`config.mk`:
```
export PLATFORM = sky130hd
export DESIGN_NAME = reg_alu_seq
export DESIGN_NICKNAME = d
export VERILOG_FILES = /design/src/rtl/reg_alu_seq.sv
export SDC_FILE = /design/constraint.sdc
export NUM_CORES = 1
export LEC_CHECK = 0
export BUFFER_PORTS_ARGS = -buffer_cell sky130_fd_sc_hd__buf_2
export CORE_MARGIN = 1.5
export CORE_UTILIZATION = 52
export CTS_CLUSTER_SIZE = 14
export DETAILED_ROUTE_END_ITERATION = 10
export PLACE_DENSITY = 0.75
export SLEW_MARGIN = 20
export SYNTH_ARGS = -nofsm -noshare
export SYNTH_HDL_FRONTEND = slang
export SYNTH_SLANG_ARGS = --single-unit
```
`constraint.sdc`:
```
create_clock -name clk -period 2.1 [get_ports clk]
set_input_delay 0.42 -clock clk [delete_from_list [all_inputs] [get_ports clk]]
set_output_delay 0.42 -clock clk [all_outputs]
set_load 0.02 [all_outputs]
```
`src/rtl/reg_alu_seq.sv`:
```
`default_nettype none
// ============================================================================
// Module   : reg_alu_seq
// Brief    : Instruction queue + issue sequencer driving a register-file/ALU.
// Revision : 1.0 - initial release
// ============================================================================
module reg_alu_seq #(
  parameter int DEPTH = 4
) (
  input  logic        clk,
  input  logic        reset,
  input  logic [15:0] in_instr,
  input  logic        in_valid,
  output logic        in_ready,
  output logic        sel,
  output logic        wr,
  output logic [1:0]  op,
  output logic [2:0]  rd_addr_a,
  output logic [2:0]  rd_addr_b,
  output logic [2:0]  wr_addr,
  output logic [7:0]  d_in,
  input  logic        cout,
  output logic        rd_valid,
  output logic        carry,
  output logic        busy
);

  localparam int              c_AW      = $clog2(DEPTH);
  localparam logic [c_AW:0]   c_FULL    = (c_AW+1)'(DEPTH);
  localparam logic [c_AW:0]   c_CNT_ONE = (c_AW+1)'(1);
  localparam logic [c_AW-1:0] c_PTR_ONE = (c_AW)'(1);

  localparam logic [1:0] c_CLS_NOP  = 2'b00;
  localparam logic [1:0] c_CLS_LDI  = 2'b01;
  localparam logic [1:0] c_CLS_ALU  = 2'b10;
  localparam logic [1:0] c_CLS_READ = 2'b11;

  typedef enum logic [1:0] {
    S_IDLE  = 2'd0,
    S_ISSUE = 2'd1,
    S_CWAIT = 2'd2
  } state_t;

  state_t           r_state;
  state_t           w_state_nxt;
  logic [15:0]      r_mem [DEPTH];
  logic [c_AW-1:0]  r_wptr;
  logic [c_AW-1:0]  r_rptr;
  logic [c_AW:0]    r_count;
  logic [15:0]      r_issue;
  logic             r_carry;
  logic             w_push;
  logic             w_pop;
  logic             w_q_nonempty;
  logic             w_issue_alu;
  logic             w_unused;

  // Readiness comes from the registered count only, so a push while full is
  // dropped even if the FSM pops in the same cycle.
  assign in_ready     = (r_count != c_FULL);
  assign w_push       = in_valid && in_ready;
  assign w_q_nonempty = (r_count != '0);
  assign w_issue_alu  = (r_issue[15:14] == c_CLS_ALU);
  assign busy         = w_q_nonempty || (r_state != S_IDLE);
  assign carry        = r_carry;
  assign w_unused     = ^r_issue[2:0];

  always_ff @(posedge clk) begin
    if (w_push) begin
      r_mem[r_wptr] <= in_instr;
    end
  end

  always_ff @(posedge clk) begin
    if (reset) begin
      r_wptr  <= '0;
      r_rptr  <= '0;
      r_count <= '0;
      r_state <= S_IDLE;
      r_issue <= '0;
      r_carry <= 1'b0;
    end else begin
      r_state <= w_state_nxt;
      if (w_push) begin
        r_wptr <= r_wptr + c_PTR_ONE;
      end
      if (w_pop) begin
        r_rptr  <= r_rptr + c_PTR_ONE;
        r_issue <= r_mem[r_rptr];
      end
      case ({w_push, w_pop})
        2'b10:   r_count <= r_count + c_CNT_ONE;
        2'b01:   r_count <= r_count - c_CNT_ONE;
        default: r_count <= r_count;
      endcase
      if (r_state == S_CWAIT) begin
        r_carry <= cout;
      end
    end
  end

  always_comb begin
    w_state_nxt = r_state;
    w_pop       = 1'b0;
    case (r_state)
      S_IDLE: begin
        if (w_q_nonempty) begin
          w_pop       = 1'b1;
          w_state_nxt = S_ISSUE;
        end
      end
      S_ISSUE: begin
        // An ALU word holds off the next pop for one cycle so cout can settle.
        if (w_issue_alu) begin
          w_state_nxt = S_CWAIT;
        end else if (w_q_nonempty) begin
          w_pop       = 1'b1;
          w_state_nxt = S_ISSUE;
        end else begin
          w_state_nxt = S_IDLE;
        end
      end
      S_CWAIT: begin
        if (w_q_nonempty) begin
          w_pop       = 1'b1;
          w_state_nxt = S_ISSUE;
        end else begin
          w_state_nxt = S_IDLE;
        end
      end
      default: w_state_nxt = S_IDLE;
    endcase
  end

  always_comb begin
    sel       = 1'b0;
    wr        = 1'b0;
    op        = 2'b00;
    rd_addr_a = 3'd0;
    rd_addr_b = 3'd0;
    wr_addr   = 3'd0;
    d_in      = 8'd0;
    rd_valid  = 1'b0;
    if (r_state == S_ISSUE) begin
      case (r_issue[15:14])
        c_CLS_LDI: begin
          wr      = 1'b1;
          wr_addr = r_issue[13:11];
          d_in    = r_issue[7:0];
        end
        c_CLS_ALU: begin
          wr        = 1'b1;
          sel       = 1'b1;
          op        = r_issue[13:12];
          rd_addr_a = r_issue[11:9];
          rd_addr_b = r_issue[8:6];
          wr_addr   = r_issue[5:3];
        end
        c_CLS_READ: begin
          rd_valid  = 1'b1;
          rd_addr_a = r_issue[11:9];
          rd_addr_b = r_issue[8:6];
        end
        c_CLS_NOP: begin
          wr = 1'b0;
        end
        default: wr = 1'b0;
      endcase
    end
  end

endmodule
`default_nettype wire
```
==> reports/qor.csv <==
stage,metric,value,unit
outcome,run_status,completed,
worst_setup_path,crit_fanout,6,
placed_design,routabilityCongestion,0.767,
clock_tree,clock_tree.buffer_depth,2,
flow_run,drv_cap,0,
yosys,synth.area.mux_share,10.3,%
placed_design,numPortBuffers,44,
placed_design,dpl.hpwl,4320,µm
timing,hold_violations,0,
route,viasPerCell,5.60,
clock_tree,root_buffer,clkbuf_8,
worst_setup_path,cp_data_arrival_time,1.61,ns
yosys,synth_flop_cell,edfxtp_1,
min_path,worstHoldStart,in_instr[8],
yosys,synth_edf_count,64,
worst_setup_path,r2r_end,r_count[2],
clock_tree,cts_max_level,3,
min_path,hold_path_class,in2reg,
layout,diodes,0,
layout,seq_area,2450,µm²
worst_setup_path,timing.rr.start,r_issue[14],
yosys,synth-xor-area-share,0.473,%
timing,fin_ws,0.0745,ns
die,initial_core_util,54.2,%
timing,rsz0062_at_grt,false,
route,num_vias,2245,
worst_setup_path,critical_path_buf_inv_count,2,
timing,worst_pin_slew,0.934,ns
yosys,syn_area,3700,µm²
die,dieArea,7640,µm²
route,wl_per_cell,17.0,µm
clock_tree,cts_hold_buf,0,
die,coreArea,6830,µm²
timing,fin_tns_setup,0,ns
timing,fin_crit_sh,96.5,%
worst_setup_path,worst_setup_path_start_kind,flop,
route,drt_iter0_drc,157,
placed_design,pre_cts_ws,0.115,ns
yosys,synthAdderAreaFrac,3.24,%
worst_setup_path,slowest_stage,dfxtp_2,
worst_setup_path,cp_cell_sequence,"buf_4, ha_1, o21a_4, and2_1, buf_4",
worst_setup_path,cp.required,1.68,ns
clock_tree,cts_buffers,9,
clock_tree,cts_sinks,90,
yosys,synthesis.nets,281,
layout,layout.nets,329,
global_routing,grt_antenna_before_repair,0,
route,dr.pass1.iters,7,
layout,drive_above_1_share,32.5,%
yosys,ys_ff_latch,90,
clock_tree,cts_tree,done,
yosys,synthSimpleGateAreaFrac,8.92,%
route,wl,6820,µm
min_path,worstHoldPathCells,1,
global_routing,grt_pass1_vias,2099,
min_path,whs_endpoint,r_mem[2][8],
worst_setup_path,cp_top_family,flip-flops,
clock_tree,clkSlewWorstSetupHoldPaths,0.09,ns
worst_setup_path,setup.worst_path.class,reg2out,
timing,relSlewSlack,37.7,%
worst_setup_path,crit_path_max_incr_delay,0.33,ns
yosys,synthCells,252,
yosys,ys_async_sr_fraction,0,%
route,drc_errors,0,
worst_setup_path,r2r_cells,9,
power_and_ir_drop,cellLeakagePower,1.61,nW
layout,area_delta_synth_final,15.4,%
die,row_count,30,
layout,fillers,540,
die,io_pins,45,
worst_setup_path,reg2reg_slack,0.11,ns
global_routing,grt_pass1_wl,10600,µm
power_and_ir_drop,vdd_drop_max,0.687,mV
timing,clock-skew-final,0.00948,ns
die,dieHeight,87.4,µm
layout,multi_input_area,1150,µm²
power_and_ir_drop,power_density,1200,nW/µm²
clock_tree,clk_latency,0.36,ns
global_routing,grt_max_degree,20,
die,die_width,87.4,µm
timing,slew_violations,0,
route,final_antenna_net_count,0,
worst_setup_path,path_common_cell,buf_4,
yosys,ys_warn_count,0,
yosys,avgSynthCellArea,14.7,µm²
yosys,ys_seq_area_share,65.9,%
yosys,ys_types,34,
yosys,synth_top_family_by_area,multiplexers,
timing,period_minus_slack,2.03,ns
global_routing,grt_overflow,0,
yosys,synth-compound-area-share,7.53,%
global_routing,grt_usage,19.5,%
timing,setup_violations,0,
timing,fmax,494,MHz
worst_setup_path,cp-end-kind,output port,
==> where the power goes <==
part | internal, mW | leakage, nW | switching (mW)
sequential | 2.18 | 0.802 | 0.167
combinational | 0.720 | 0.701 | 0.863
clock | 0.573 | 0.104 | 0.641
==> what timing repair did <==
| action | in CTS | in global routing |
|---|---|---|
| hold endpoints to repair | 0 | 0 |
| setup endpoints to repair | 6 | 7 |
| setup buffers | 1 | 0 |
| gates cloned | 0 | 0 |
| resized for setup | 3 | 8 |
==> cells in the mapped netlist, types with 2 or more instances <==
cell type	n	area share [%]
a21o_1	2	0.41
a21oi_1	19	2.6
a22oi_1	3	0.61
and2_1	8	1.4
and3_1	14	2.4
buf_1	2	0.20
buf_2	5	0.68
buf_4	3	0.61
buf_6	3	0.91
clkbuf_1	6	0.61
dfxtp_1	26	14
edfxtp_1	64	52
ha_1	8	2.7
inv_1	6	0.61
mux2i_1	2	0.54
mux4_2	16	9.7
nand2b_1	2	0.34
nand3_1	18	2.4
nor2_1	8	0.81
nor2b_1	2	0.34
nor3_1	2	0.27
o21a_1	2	0.41
o21ai_0	17	2.3
or3_1	4	0.68
==> state kept, by name, indices dropped and copies added, names as in the netlist <==
signal and flops:
carry 1, r_count 3, r_issue 16, r_mem 64, r_rptr 2, r_state 2, r_wptr 2
==> area by class of cell <==
cell class	count	share of cell area, %
Inverter	6	0.527
Multi-Input combinational cell	137	26.8
Tap cell	96	2.81
Clock inverter	7	1.93
Sequential cell	90	57.2
Timing Repair Buffer	56	7.76
Clock buffer	9	2.90
==> placed cells by master, fill, tap and decap left out, types with 2 or more instances in the layout <==
| cell type | n |
|---|---|
| mux4_2 | 16 |
| buf_2 | 42 |
| a21oi_1 | 19 |
| nand2b_1 | 2 |
| inv_8 | 2 |
| clkbuf_8 | 9 |
| nor2_1 | 8 |
| mux2i_1 | 2 |
| ha_1 | 6 |
| buf_4 | 12 |
| inv_1 | 6 |
| nand3_1 | 18 |
| edfxtp_1 | 64 |
| and3_1 | 14 |
| o21ai_0 | 17 |
| and2_1 | 8 |
| a21o_1 | 2 |
| inv_6 | 2 |
| ha_2 | 2 |
| dfxtp_1 | 23 |
| a22oi_1 | 3 |
| dfxtp_2 | 3 |
| or3_1 | 4 |
==> how the worst max path moves through the flow <==
stage                      startpoint      endpoint  slack (ns)  cells past startpoint
after CTS                 r_issue[14]  rd_addr_a[1]        0.02                      6
after detailed placement  r_issue[14]    r_count[2]        0.11                      9
after floorplan           r_issue[14]    r_count[2]       0.009                     11
final                     r_issue[14]  rd_addr_a[0]        0.07                      5
after global routing       r_count[1]    r_count[2]       0.003                      7
after global placement    r_issue[14]    r_count[2]        0.19                      9
==> per-stage QoR <==
step / power [mW] / hold slack, ns / utilization [%] / instances / cell area [µm²]
finish: 5.15 / 0.269 / 62.6 / 401 / 4270
global placement: 3.89 / 0.457 / 59.0 / 384 / 4030
CTS: 5.15 / 0.250 / 62.3 / 401 / 4250
global route: 5.43 / 0.251 / 62.6 / 401 / 4270
detailed placement: 3.94 / 0.463 / 59.0 / 384 / 4030
floorplan: 3.55 / 0.449 / - / 252 / 3710
==> logic make-up (layout without fill, tap and decap cells) <==
group,after synthesis,after routing
adder cells (fa/ha/maj),9,9
AO/OA/AOI/OAI,48,48
multiplexers,18,18
buffers and inverters,25,78
flip-flops,90,90
AND/OR/NAND/NOR,60,60
XOR/XNOR,2,2
==> metal layers <==
metal	global-route usage, %	up-vias	part of all wire (%)
met5	0	-	0
met4	8.95	0	2.9
met3	5.97	15	4.5
met2	30.6	75	49
met1	24.9	1102	44
li1	-	1053	-
(Power assumes the default switching activity.)
